**config.mk**
```make
export PLATFORM = sky130hd
export DESIGN_NAME = controle_irrigacao_flat
export DESIGN_NICKNAME = d
export VERILOG_FILES = /design/src/rtl/irrigacao_pkg.sv /design/src/rtl/controle_irrigacao_if.sv /design/src/rtl/controle_irrigacao_gerador_tick.sv /design/src/rtl/controle_irrigacao.sv /design/src/flat_wrapper.sv
export SDC_FILE = /design/constraint.sdc
export NUM_CORES = 1
export LEC_CHECK = 0
export ABC_AREA = 1
export BUFFER_PORTS_ARGS = -buffer_cell sky130_fd_sc_hd__clkbuf_2
export CORE_ASPECT_RATIO = 1.75
export CORE_MARGIN = 5
export CORE_UTILIZATION = 25
export CTS_BUF_LIST = sky130_fd_sc_hd__clkbuf_4
export DETAILED_ROUTE_END_ITERATION = 16
export REMOVE_ABC_BUFFERS = 1
export SYNTH_ARGS = -nofsm -noshare
export SYNTH_HDL_FRONTEND = slang
export SYNTH_SLANG_ARGS = --single-unit
```
**constraint.sdc**
```tcl
create_clock -name clk -period 1.9 [get_ports clk]
set_clock_uncertainty 0.1 [all_clocks]
set_input_delay 0.095 -clock clk [delete_from_list [all_inputs] [get_ports clk]]
set_output_delay 0.095 -clock clk [all_outputs]
set_load 0.05 [all_outputs]
```
**src/rtl/irrigacao_pkg.sv**
```systemverilog
// irrigacao_pkg: shared types and constants for the irrigation pump sequencer
package irrigacao_pkg;
  typedef enum logic [1:0] {ST_IDLE, ST_RUN, ST_COOLDOWN} estado_t;
  localparam int TEMPO_W = 16;
  localparam int MAX_TEMPO_PADRAO = 100;
  localparam int MIN_TEMPO = 5;
  function automatic logic [TEMPO_W-1:0] limita(input logic [TEMPO_W-1:0] t, input logic [TEMPO_W-1:0] m);
    return (t > m) ? m : t;
  endfunction
endpackage

```
**src/rtl/controle_irrigacao_if.sv**
```systemverilog
// controle_irrigacao_if: request handshake, abort and pump status bundle
interface controle_irrigacao_if;
  import irrigacao_pkg::*;
  logic               req_valid;
  logic               req_ready;
  logic [TEMPO_W-1:0] tempo_irrigacao;
  logic               abort;
  logic               bomba_on;
  logic               busy;
  logic               done;
  logic               abortado;
  logic [TEMPO_W-1:0] restante;
  modport master(output req_valid, tempo_irrigacao, abort,
                 input req_ready, bomba_on, busy, done, abortado, restante);
  modport slave(input req_valid, tempo_irrigacao, abort,
                output req_ready, bomba_on, busy, done, abortado, restante);
endinterface

```
**src/rtl/controle_irrigacao_gerador_tick.sv**
```systemverilog
// gerador_tick: prescaler with enable and sync clear, one-cycle tick on wrap
module gerador_tick #(
  parameter int DIV = 1000
) (
  input  logic clk,
  input  logic rst,
  input  logic en_i,
  input  logic clr_i,
  output logic tick_o
);
  localparam int W = (DIV > 1) ? $clog2(DIV) : 1;
  logic [W-1:0] cnt_q, cnt_d;
  assign tick_o = en_i && (cnt_q == W'(DIV - 1));
  assign cnt_d  = (clr_i || tick_o) ? '0 : en_i ? cnt_q + W'(1) : cnt_q;
  always_ff @(posedge clk or posedge rst)
    if (rst) cnt_q <= '0;
    else     cnt_q <= cnt_d;
endmodule

```
**src/rtl/controle_irrigacao.sv**
```systemverilog
// controle_irrigacao: runs the pump for a clamped number of time units, then enforces a cooldown
module controle_irrigacao
  import irrigacao_pkg::*;
#(
  parameter int CLK_DIV   = 1000,
  parameter int MAX_TEMPO = MAX_TEMPO_PADRAO,
  parameter int COOLDOWN  = 10
) (
  input logic clk,
  input logic rst,
  controle_irrigacao_if.slave bus
);
  localparam int CD_W = (COOLDOWN > 0) ? $clog2(COOLDOWN + 1) : 1;
  localparam int CD_LAST = (COOLDOWN > 0) ? COOLDOWN - 1 : 0;
  localparam estado_t POS_RUN = (COOLDOWN == 0) ? ST_IDLE : ST_COOLDOWN;
  estado_t            state_q, state_d;
  logic [TEMPO_W-1:0] restante_q, restante_d, t_req;
  logic [CD_W-1:0]    cd_q, cd_d;
  logic               bomba_q, busy_q, done_q, done_d, abortado_q, abortado_d;
  logic               tick, hs, fim_cd;
  assign hs     = (state_q == ST_IDLE) && bus.req_valid;
  assign t_req  = limita(bus.tempo_irrigacao, TEMPO_W'(MAX_TEMPO));
  assign fim_cd = tick && (cd_q == CD_W'(CD_LAST));
  assign cd_d   = (state_q == ST_COOLDOWN) ? cd_q + CD_W'(tick) : '0;
  gerador_tick #(.DIV(CLK_DIV)) u_tick (
    .clk   (clk),
    .rst   (rst),
    .en_i  (state_q != ST_IDLE),
    .clr_i (state_d != state_q),
    .tick_o(tick)
  );
  always_comb begin
    state_d    = state_q;
    restante_d = restante_q;
    done_d     = 1'b0;
    abortado_d = 1'b0;
    unique case (state_q)
      ST_IDLE:
        if (hs) begin
          done_d     = (t_req == '0);
          state_d    = (t_req == '0) ? ST_IDLE : ST_RUN;
          restante_d = t_req;
        end
      ST_RUN:
        // abort wins over a coincident final tick
        if (bus.abort || (tick && restante_q == TEMPO_W'(1))) begin
          state_d    = POS_RUN;
          restante_d = '0;
          done_d     = 1'b1;
          abortado_d = bus.abort;
        end else if (tick) restante_d = restante_q - TEMPO_W'(1);
      ST_COOLDOWN: state_d = fim_cd ? ST_IDLE : ST_COOLDOWN;
      default:     state_d = ST_IDLE;
    endcase
  end
  always_ff @(posedge clk or posedge rst)
    if (rst) begin
      state_q    <= ST_IDLE;
      restante_q <= '0;
      cd_q       <= '0;
      bomba_q    <= 1'b0;
      busy_q     <= 1'b0;
      done_q     <= 1'b0;
      abortado_q <= 1'b0;
    end else begin
      state_q    <= state_d;
      restante_q <= restante_d;
      cd_q       <= cd_d;
      bomba_q    <= (state_d == ST_RUN);
      busy_q     <= (state_d != ST_IDLE);
      done_q     <= done_d;
      abortado_q <= abortado_d;
    end
  assign bus.req_ready = (state_q == ST_IDLE);
  assign bus.bomba_on  = bomba_q;
  assign bus.busy      = busy_q;
  assign bus.done      = done_q;
  assign bus.abortado  = abortado_q;
  assign bus.restante  = restante_q;
endmodule
```
**src/flat_wrapper.sv**
```systemverilog
// flat-port wrapper written by rule: the top's interface ports become plain ports
module controle_irrigacao_flat import irrigacao_pkg::*;
#(
  parameter int CLK_DIV   = 1000,
  parameter int MAX_TEMPO = MAX_TEMPO_PADRAO,
  parameter int COOLDOWN  = 10
)
  (clk, rst, bus_req_valid, bus_tempo_irrigacao, bus_abort, bus_req_ready, bus_bomba_on, bus_busy, bus_done, bus_abortado, bus_restante);
  controle_irrigacao_if bus_i ();
  input logic clk;
  input logic rst;
  input wire logic [$bits(bus_i.req_valid)-1:0] bus_req_valid;
  input wire logic [$bits(bus_i.tempo_irrigacao)-1:0] bus_tempo_irrigacao;
  input wire logic [$bits(bus_i.abort)-1:0] bus_abort;
  output wire logic [$bits(bus_i.req_ready)-1:0] bus_req_ready;
  output wire logic [$bits(bus_i.bomba_on)-1:0] bus_bomba_on;
  output wire logic [$bits(bus_i.busy)-1:0] bus_busy;
  output wire logic [$bits(bus_i.done)-1:0] bus_done;
  output wire logic [$bits(bus_i.abortado)-1:0] bus_abortado;
  output wire logic [$bits(bus_i.restante)-1:0] bus_restante;
  assign bus_i.req_valid = bus_req_valid;
  assign bus_i.tempo_irrigacao = bus_tempo_irrigacao;
  assign bus_i.abort = bus_abort;
  assign bus_req_ready = bus_i.req_ready;
  assign bus_bomba_on = bus_i.bomba_on;
  assign bus_busy = bus_i.busy;
  assign bus_done = bus_i.done;
  assign bus_abortado = bus_i.abortado;
  assign bus_restante = bus_i.restante;
  controle_irrigacao #(.CLK_DIV(CLK_DIV), .MAX_TEMPO(MAX_TEMPO), .COOLDOWN(COOLDOWN)) u_core (.clk(clk), .rst(rst), .bus(bus_i));
endmodule
```
==> run summary, run 1 <==
placed inst area - 0.002706 mm²
gpl congestion - 0.8955
kind of critical path - reg2reg
Antenna Cells - 0
CP Data Required Time - 2.04 ns
design area - 0.002806 mm²
setup_tns - 0 ns
Slew headroom - 68.48%
CP cell instances - inv_2 > nand2_2 > nand3_1 > nor2_2 > ha_1 > ha_1 > xnor2_1 > nor2_1
Worst IR Drop VDD - 0.5205 mV
ANT nets after route - 0
first-pass GRT wire length - 10,250 µm
largest net degree at the start of global routing - 37
Post-DP HPWL - 4839 µm
WL met3 - 113 µm
clock slew at reported path FFs - 0.10 ns
maxcap violations - 0
via count - 2,174
Power Total - 3750 µW
Worst Hold Slack - 0.03374 ns
power density cells - 1336 mW/mm²
core area - 0.009151 mm²
Arr. time, crit path - 1.88 ns
final wirelength - 5915 µm
sequential element share of the synthesized area - 38.38%
drc violations - 0
status - completed
Setup crit end kind - register
initial core utilization - 25.65%
largest cells by area after synthesis - dfrtp_1 (38%), nand2_1 (16%), xor2_1 (6.7%), nor2_1 (6.6%), inv_1 (5.3%)
area leader, netlist - dfrtp_1
most common cell after layout, fill and taps aside - nand2_1
Avg Vias per Cell - 4.392
I/O pin count - 41
DRT iter0 DRCs - 63
top cell type's share of synthesized area - 38.38%
Post-Synthesis Cells - 322
Post-synth EDFFs - 0
gr ovfl total - 0
Layout Nets - 400
Startpoint Class - register
Total Routing Usage GR - 10.82%
ys flop type - dfrtp_1
Post-CTS Resized - 0
asr flop ratio synth - 100.0%
area grow syn2layout - 19.56%
Ys Warns - 0
crit path time final - 1.740 ns
maximum clock insertion buffer count - 2
Post-Syn Area - 0.002347 mm²
initial antenna violation count - 0
met2 routed wirelength - 3438 µm
Pleak - 0.001492 µW
RSZ-0062 raised after global routing - no
min-delay worst type - in2reg
worst slew pin tran - 0.4728 ns
H-tree depth - 2
final hold vios - 0
DR pass1 iterations - 4
clock root buffer - clkbuf_4
Die Y - 138.2 µm
Crit path top cell by count - ha_1
highest metal used - met4
CTS tree - built
Critical-path top delay cell - dfrtp_1
Worst-Skew Late Latency - 0.35 ns
Synth Area per Inst - 7.290 µm²
CTS Buf Count - 5
slowest cell delay on critical path - 0.43 ns
crit-path max FO - 6
IO buf count - 40
Placement Rows - 46
share of layout cells above drive strength 1 - 23.20%
full die area - 0.01150 mm²
r2r setup slk - 0.16 ns
vias in the first global route - 2,346
most frequent cells in the layout - nand2_1 (99), nor2_1 (41), clkbuf_2 (40)
Final Cycle Share - 91.60%
synth unique cells - 29
TritonCTS Sinks - 36
Routed wire per std cell - 11.95 µm
Die Wd - 83.25 µm
synthesized flop and latch total - 36
final core occ - 30.67%
final setup violation count - 0
wl on met1 - 2266 µm
achievable frequency - 574.6 MHz
Slew Limit Fails - 0
==> layout make-up <==
type                            instances  area (µm²)
Fill cell                            1008        6345
Clock buffer                            6       45.04
Sequential cell                        36       900.9
Inverter                               41       158.9
Timing Repair Buffer                   51       295.3
Multi-Input combinational cell        240        1251
Tap cell                              120       150.1
Clock inverter                          1       5.005
==> kinds of logic (layout without fill, tap and decap cells) <==
| group | Yosys count | count (layout) | share of synthesized area (%) |
|---|---|---|---|
| AOI/OAI and AO/OA | 9 | 9 | 2.186 |
| DFF | 36 | 36 | 38.38 |
| adders and majority gates | 5 | 5 | 2.665 |
| xor gates and xnor gates | 20 | 20 | 7.463 |
| muxes | 1 | 1 | 0.4265 |
| and+or+nand+nor | 205 | 205 | 40.57 |
| buffers and inverters | 46 | 99 | 8.315 |
==> layer usage <==
| metal | GRT usage (%) | vias up |
|---|---|---|
| met5 | 0 | - |
| li1 | - | 1105 |
| met2 | 21.74 | 31 |
| met4 | 4.393 | 0 |
| met1 | 10.53 | 1032 |
| met3 | 1.843 | 6 |
==> stage by stage <==
stage	cells	setup slack, ns
6_report	495	0.1596
5_1_grt	495	0.01060
4_1_cts	495	0.1430
3_5_place_dp	483	0.1710
3_3_place_gp	483	0.1990
2_1_floorplan	317	0.04936
==> synth_stat cells, types with 2 or more instances <==
cell     instances
a21oi_1          3
buf_6            2
nor2_2          17
nand2_1         99
nand2_2          2
nand2_4          3
buf_2            2
inv_2            6
o21ai_0          4
xor2_1          18
nor3_1           4
nand4_1         13
nor2_1          41
nand3_1         21
dfrtp_1         36
inv_1           33
xnor2_1          2
ha_1             5
==> flip-flops by register name (all words and copies together), names as in the netlist <==
register and flops:
u_core.u_tick.cnt_q 10, u_core.bus.busy 1, u_core.state_q 2, u_core.bus.abortado 1, u_core.bus.restante 16, u_core.bus.bomba_on 1, u_core.cd_q 4, u_core.bus.done 1
==> report_power, final <==
part / internal, µW / switching [µW] / leakage (µW)
clock network: 151 / 257 / 0.0000315
registers: 927 / 183 / 0.000484
logic: 633 / 1600 / 0.000976
total: 1710 / 2040 / 0.00149
==> worst max-delay path, delay by kind of cell, from the launching register on <==
family	cells	cell delay, ns
and+or+nand+nor	4	0.54
DFF	1	0.43
adders and majority gates	2	0.39
xor gates and xnor gates	1	0.12
buffers and inverters	1	0.06
==> path summary, 6_finish.rpt <==
check,startpoint,endpoint,cells past startpoint
hold reg to reg,u_core.bus.restante[8],u_core.bus.restante[8],2
hold / removal,bus_req_valid,u_core.bus.done,5
min in group asynchronous,rst,u_core.u_tick.cnt_q[3],4
setup reg to reg,u_core.state_q[1],u_core.cd_q[2],8
max in group asynchronous,rst,u_core.bus.restante[1],4
setup / recovery,u_core.state_q[1],u_core.cd_q[2],8
==> what timing repair did <==
action | 4_1_cts | 5_1_grt
buffers inserted | 0 | 0
hold buffers | 5 | 0
hold endpoints to repair | 40 | 0
Note: power is estimated with default switching activity, not from simulation.
==> inputs of run 2 (changes only) <==
CORE_MARGIN = 1.5   (was 5)
==> run 2 against run 1 <==
  * Utilization up 0.43 points
  * Clock-buffer cell count down 1
  * Worst hold slack about the same
  * Critical path depth down 1
  * Setup slack better by 0.022 ns
  * Clock power up 1%
  * Routed wire length down 1.1%
  * Highest routed layer unchanged
  * Sequential share of layout area down 0.24 points
  * Die area down 13%
  * Flip-flop and latch count unchanged
  * Global-route usage up 1.7 points
  * Combinational power about the same
==> run summary, run 2 (synthesis gave the netlist of run 1 again) <==
Post-CTS Resized - 0
Pleak - 0.001502 µW
Final Cycle Share - 90.43%
via count - 2,174
Arr. time, crit path - 1.88 ns
CP cell instances - ha_1 > nand3_1 > nor2_2 > ha_1 > ha_1 > xnor2_1 > nor2_1
Worst IR Drop VDD - 0.7484 mV
Place WS - 0.1784 ns
TritonCTS Sinks - 36
max reg flops - 16
Post-DP HPWL - 4563 µm
slowest cell delay on critical path - 0.39 ns
crit path time final - 1.718 ns
min-delay worst type - in2reg
maxcap violations - 0
Antenna Cells - 0
kind of critical path - reg2reg
full die area - 0.01000 mm²
most common cell after layout, fill and taps aside - nand2_1
Avg Vias per Cell - 4.365
clock slew at reported path FFs - 0.12 ns
crit-path max FO - 3
final setup violation count - 0
final wirelength - 5848 µm
switching share of power - 54.88%
Reg power frac - 29.6%
Final WS setup - 0.1819 ns
Placement Rows - 46
Pint - 1688 µW
Die Wd - 76.25 µm
maximum clock insertion buffer count - 2
worst slew pin tran - 0.4843 ns
CTS tree - built
Worst-Skew Late Latency - 0.36 ns
Routed wire per std cell - 11.74 µm
Total Routing Usage GR - 12.55%
drc violations - 0
initial core utilization - 25.81%
Critical-path top delay cell - dfrtp_1
setup_tns - 0 ns
Setup crit end kind - register
CTS Buf Count - 5
Worst Hold Slack - 0.03367 ns
RSZ-0062 raised after global routing - no
core area - 0.009094 mm²
achievable frequency - 582.0 MHz
gr ovfl total - 0
power density cells - 1323 mW/mm²
H-tree depth - 2
DR pass1 iterations - 4
Comb power frac - 59.4%
area grow syn2layout - 20.47%
CTS Hold Buffers Added - 7
Slew headroom - 67.71%
delay-heaviest family, CP - adder cells
Die Y - 131.2 µm
Slew Limit Fails - 0
clock power share - 11.1%
vias in the first global route - 2,232
Crit path top cell by count - ha_1
ANT nets after route - 0
final hold vios - 0
largest net degree at the start of global routing - 37
share of layout cells above drive strength 1 - 23.02%
P_sw - 2054 µW
Layout Nets - 402
most frequent cells in the layout - nand2_1 (99), nor2_1 (41), clkbuf_2 (40)
IO buf count - 40
clock root buffer - clkbuf_4
I/O pin count - 41
DRT iter0 DRCs - 114
Startpoint Class - register
setup bufs post-CTS - 0
initial antenna violation count - 0
first-pass GRT wire length - 10,140 µm
status - completed
WP buf/inv - 0
gpl congestion - 0.7905
CP Data Required Time - 2.06 ns
run 2: changes by cell type in the layout (fill, tap and decap cells not counted):
cell / delta
clkinv_2: +1
clkbuf_4: -1
clkinv_1: +1
dlygate4sd3_1: +2
run 2: routing by layer:
layer / track usage, % / wire length [µm]
met4: 5.967 / 144
met2: 24.36 / 3278
met5: 0 / 0
met3: 2.431 / 188
met1: 12.34 / 2236
run 2: final timing paths:
kind	start	to	slack, ns	cells past startpoint
min	bus_tempo_irrigacao[6]	u_core.bus.done	0.03	5
max in group asynchronous	rst	u_core.bus.restante[3]	1.09	4
min in group asynchronous	rst	u_core.u_tick.cnt_q[3]	0.26	4
min reg2reg	u_core.bus.restante[8]	u_core.bus.restante[8]	0.45	2
max	u_core.u_tick.cnt_q[1]	u_core.cd_q[2]	0.18	7
max reg2reg	u_core.u_tick.cnt_q[1]	u_core.cd_q[2]	0.18	7
run 2: layout make-up:
cell class	count	area, µm²
Sequential cell	36	900.9
Clock buffer	5	37.54
Inverter	41	158.9
Timing Repair Buffer	53	315.3
Clock inverter	3	13.76
Tap cell	120	150.1
Multi-Input combinational cell	240	1251
Fill cell	1043	6266
run 2: power groups by stage:
| stage | sequential, µW | clock [µW] | combinational (µW) |
|---|---|---|---|
| final | 1110 | 414 | 2220 |
| after global routing | 1140 | 465 | 2480 |
| after CTS | 1110 | 434 | 2240 |
| after detailed placement | 1120 | 0 | 2230 |
| after global placement | 1120 | 0 | 2210 |
| after floorplan | 1500 | 0 | 1230 |
run 2: per-stage QoR:
step	total power [µW]	util, %	std cells	cell area, µm²
floorplan	2736	-	317	2311
global placement	3328	29.76	483	2706
detailed placement	3347	29.76	483	2706
CTS	3785	31.10	498	2828
global route	4088	31.10	498	2828
finish	3742	31.10	498	2828
run 2: worst min-delay path, delay by kind of cell:
family	cells	cell delay (ns)
buffers and inverters	1	0.09
and+or+nand+nor	4	0.28
==> inputs of run 3 (changes only) <==
CORE_ASPECT_RATIO = unset   (was 1.75)
CORE_MARGIN = unset   (was 1.5)
CTS_CLUSTER_SIZE = 20   (was unset)
==> run 3 against run 2 <==
  * First-iteration DRC count decreased by 12%
  * Sequential power about the same
  * Highest routed layer unchanged
  * Non-clock buffer count shrank 3
  * Combinational power shrank 2%
  * Clock-buffer cell count increased by 1
  * Total power is 2.5% higher
  * Critical path depth is 2 higher
==> run summary, run 3 (synthesis gave the netlist of run 1 again) <==
ANT nets after route - 0
achievable frequency - 579.8 MHz
clock root buffer - clkbuf_4
share of layout cells above drive strength 1 - 23.47%
CTS Buf Count - 5
Levels on crit path - 9
CP cell instances - ha_1 > nand2_1 > nor2_1 > nand4_1 > nand3_2 > nand2_4 > clkinv_4 > nand3_1 > nand2_1
Post-DP HPWL - 4172 µm
Pleak - 0.001502 µW
largest net degree at the start of global routing - 37
DR pass1 iterations - 4
placed cell count - 470
setup_tns - 0 ns
DRT iter0 DRCs - 100
reg2reg end - u_core.bus.restante[9]
via count - 2,116
most common cell after layout, fill and taps aside - nand2_1
final wirelength - 5354 µm
Die Y - 98.90 µm
Register Area - 900.9 µm²
initial core utilization - 26.40%
Critical-path top delay cell - dfrtp_1
IO buf count - 40
full die area - 0.009780 mm²
Comb power frac - 56.8%
maxcap violations - 0
min-delay worst type - in2reg
r2r setup slk - 0.18 ns
Final Cycle Share - 90.77%
# fillers - 952
area grow syn2layout - 19.99%
Crit path top cell by count - nand2_1
Register-to-Register Path Depth - 9
Routed wire per std cell - 11.08 µm
I/O pin count - 41
gpl congestion - 0.8708
clock power share - 14.5%
switching share of power - 52.40%
CTS tree - built
clock slew at reported path FFs - 0.11 ns
Worst-Skew Late Latency - 0.34 ns
Slew Limit Fails - 0
final hold vios - 0
Slew headroom - 68.87%
fin cells - 483
gr ovfl total - 0
Total Routing Usage GR - 11.99%
worst slew pin tran - 0.4670 ns
RSZ-0062 raised after global routing - no
Antenna Cells - 0
P_sw - 2011 µW
final setup violation count - 0
Avg Vias per Cell - 4.381
H-tree depth - 2
status - completed
TritonCTS Sinks - 36
Die Wd - 98.90 µm
Arr. time, crit path - 1.87 ns
power density cells - 1362 mW/mm²
Worst IR Drop VDD - 0.4373 mV
Layout Nets - 399
area of the multi-input gates - 0.001254 mm²
kind of critical path - reg2reg
initial antenna violation count - 0
CP Capture Point - u_core.bus.restante[9]
Critical Path Start - u_core.u_tick.cnt_q[0]
crit path time final - 1.725 ns
crit-path max FO - 16
Reg power frac - 28.7%
Setup crit end kind - register
Startpoint Class - register
first-pass GRT wire length - 9604 µm
CP Data Required Time - 2.04 ns
drc violations - 0
slowest cell delay on critical path - 0.42 ns
WP buf/inv - 1
Placement Rows - 34
maximum clock insertion buffer count - 2
most frequent cells in the layout - nand2_1 (99), nor2_1 (41), clkbuf_2 (40)
vias in the first global route - 2,148
Critical R2R Launch - u_core.u_tick.cnt_q[0]
Pint - 1826 µW
core area - 0.008891 mm²
delay-heaviest family, CP - simple AND/OR/NAND/NOR gates
max reg flops - 16
==> run 3: tightest hold or removal path, delay by kind of cell <==
kind | cells | cell delay, ns
simple gates | 3 | 0.18
buf+inv | 2 | 0.17
==> run 3: power groups by stage <==
stage                     registers, µW  clock network [µW]  logic (µW)
after floorplan                    1500                   0        1230
after global routing               1130                 606        2410
after global placement             1120                   0        2160
final                              1100                 558        2180
after detailed placement           1120                   0        2170
after CTS                          1100                 574        2190
==> run 3: layout make-up <==
type	count	area share, %
Multi-Input combinational cell	240	44.51
Sequential cell	36	31.99
Timing Repair Buffer	50	10.22
Inverter	41	5.642
Tap cell	108	4.798
Clock buffer	6	1.599
Clock inverter	2	1.244
==> run 3: through the flow <==
step | util (%) | total power (µW) | hold slack (ns) | cell area (µm²) | setup slack (ns)
final | 31.68 | 3837 | 0.02319 | 2816 | 0.1754
after global routing | 31.68 | 4147 | 0.05555 | 2816 | 0.01408
after CTS | 31.65 | 3867 | 0.005561 | 2814 | 0.1237
after detailed placement | 30.19 | 3283 | 0.1154 | 2684 | 0.1503
after global placement | 30.19 | 3275 | 0.1146 | 2684 | 0.1573
after floorplan | - | 2736 | 0.1620 | 2311 | 0.04936
==> run 3: layer usage <==
layer / routed length, µm / up-vias / GRT usage [%] / part of all wire, %
met5: 0 / - / 0 / 0
met4: 59 / 0 / 3.330 / 1.1
met3: 236 / 7 / 2.908 / 4.4
met2: 2362 / 43 / 19.42 / 44
met1: 2696 / 957 / 15.90 / 50
li1: - / 1109 / - / -
==> run 3: worst min path at each step <==
| stage | startpoint | to | slack (ns) | depth (start not counted) |
|---|---|---|---|---|
| after CTS | bus_req_valid | u_core.bus.done | 0.006 | 5 |
| after global placement | rst | u_core.bus.restante[14] | 0.11 | 3 |
| final | bus_req_valid | u_core.bus.done | 0.02 | 5 |
| after detailed placement | rst | u_core.bus.restante[14] | 0.12 | 3 |
| after floorplan | rst | u_core.bus.abortado | 0.16 | 1 |
| after global routing | bus_req_valid | u_core.bus.done | 0.06 | 5 |
==> run 3: what timing repair did <==
action,in CTS,in global routing
hold buffers,5,0
gates resized for setup,0,1
endpoints found under the setup margin,0,1
setup buffers,0,0
endpoints found under the hold margin,40,0
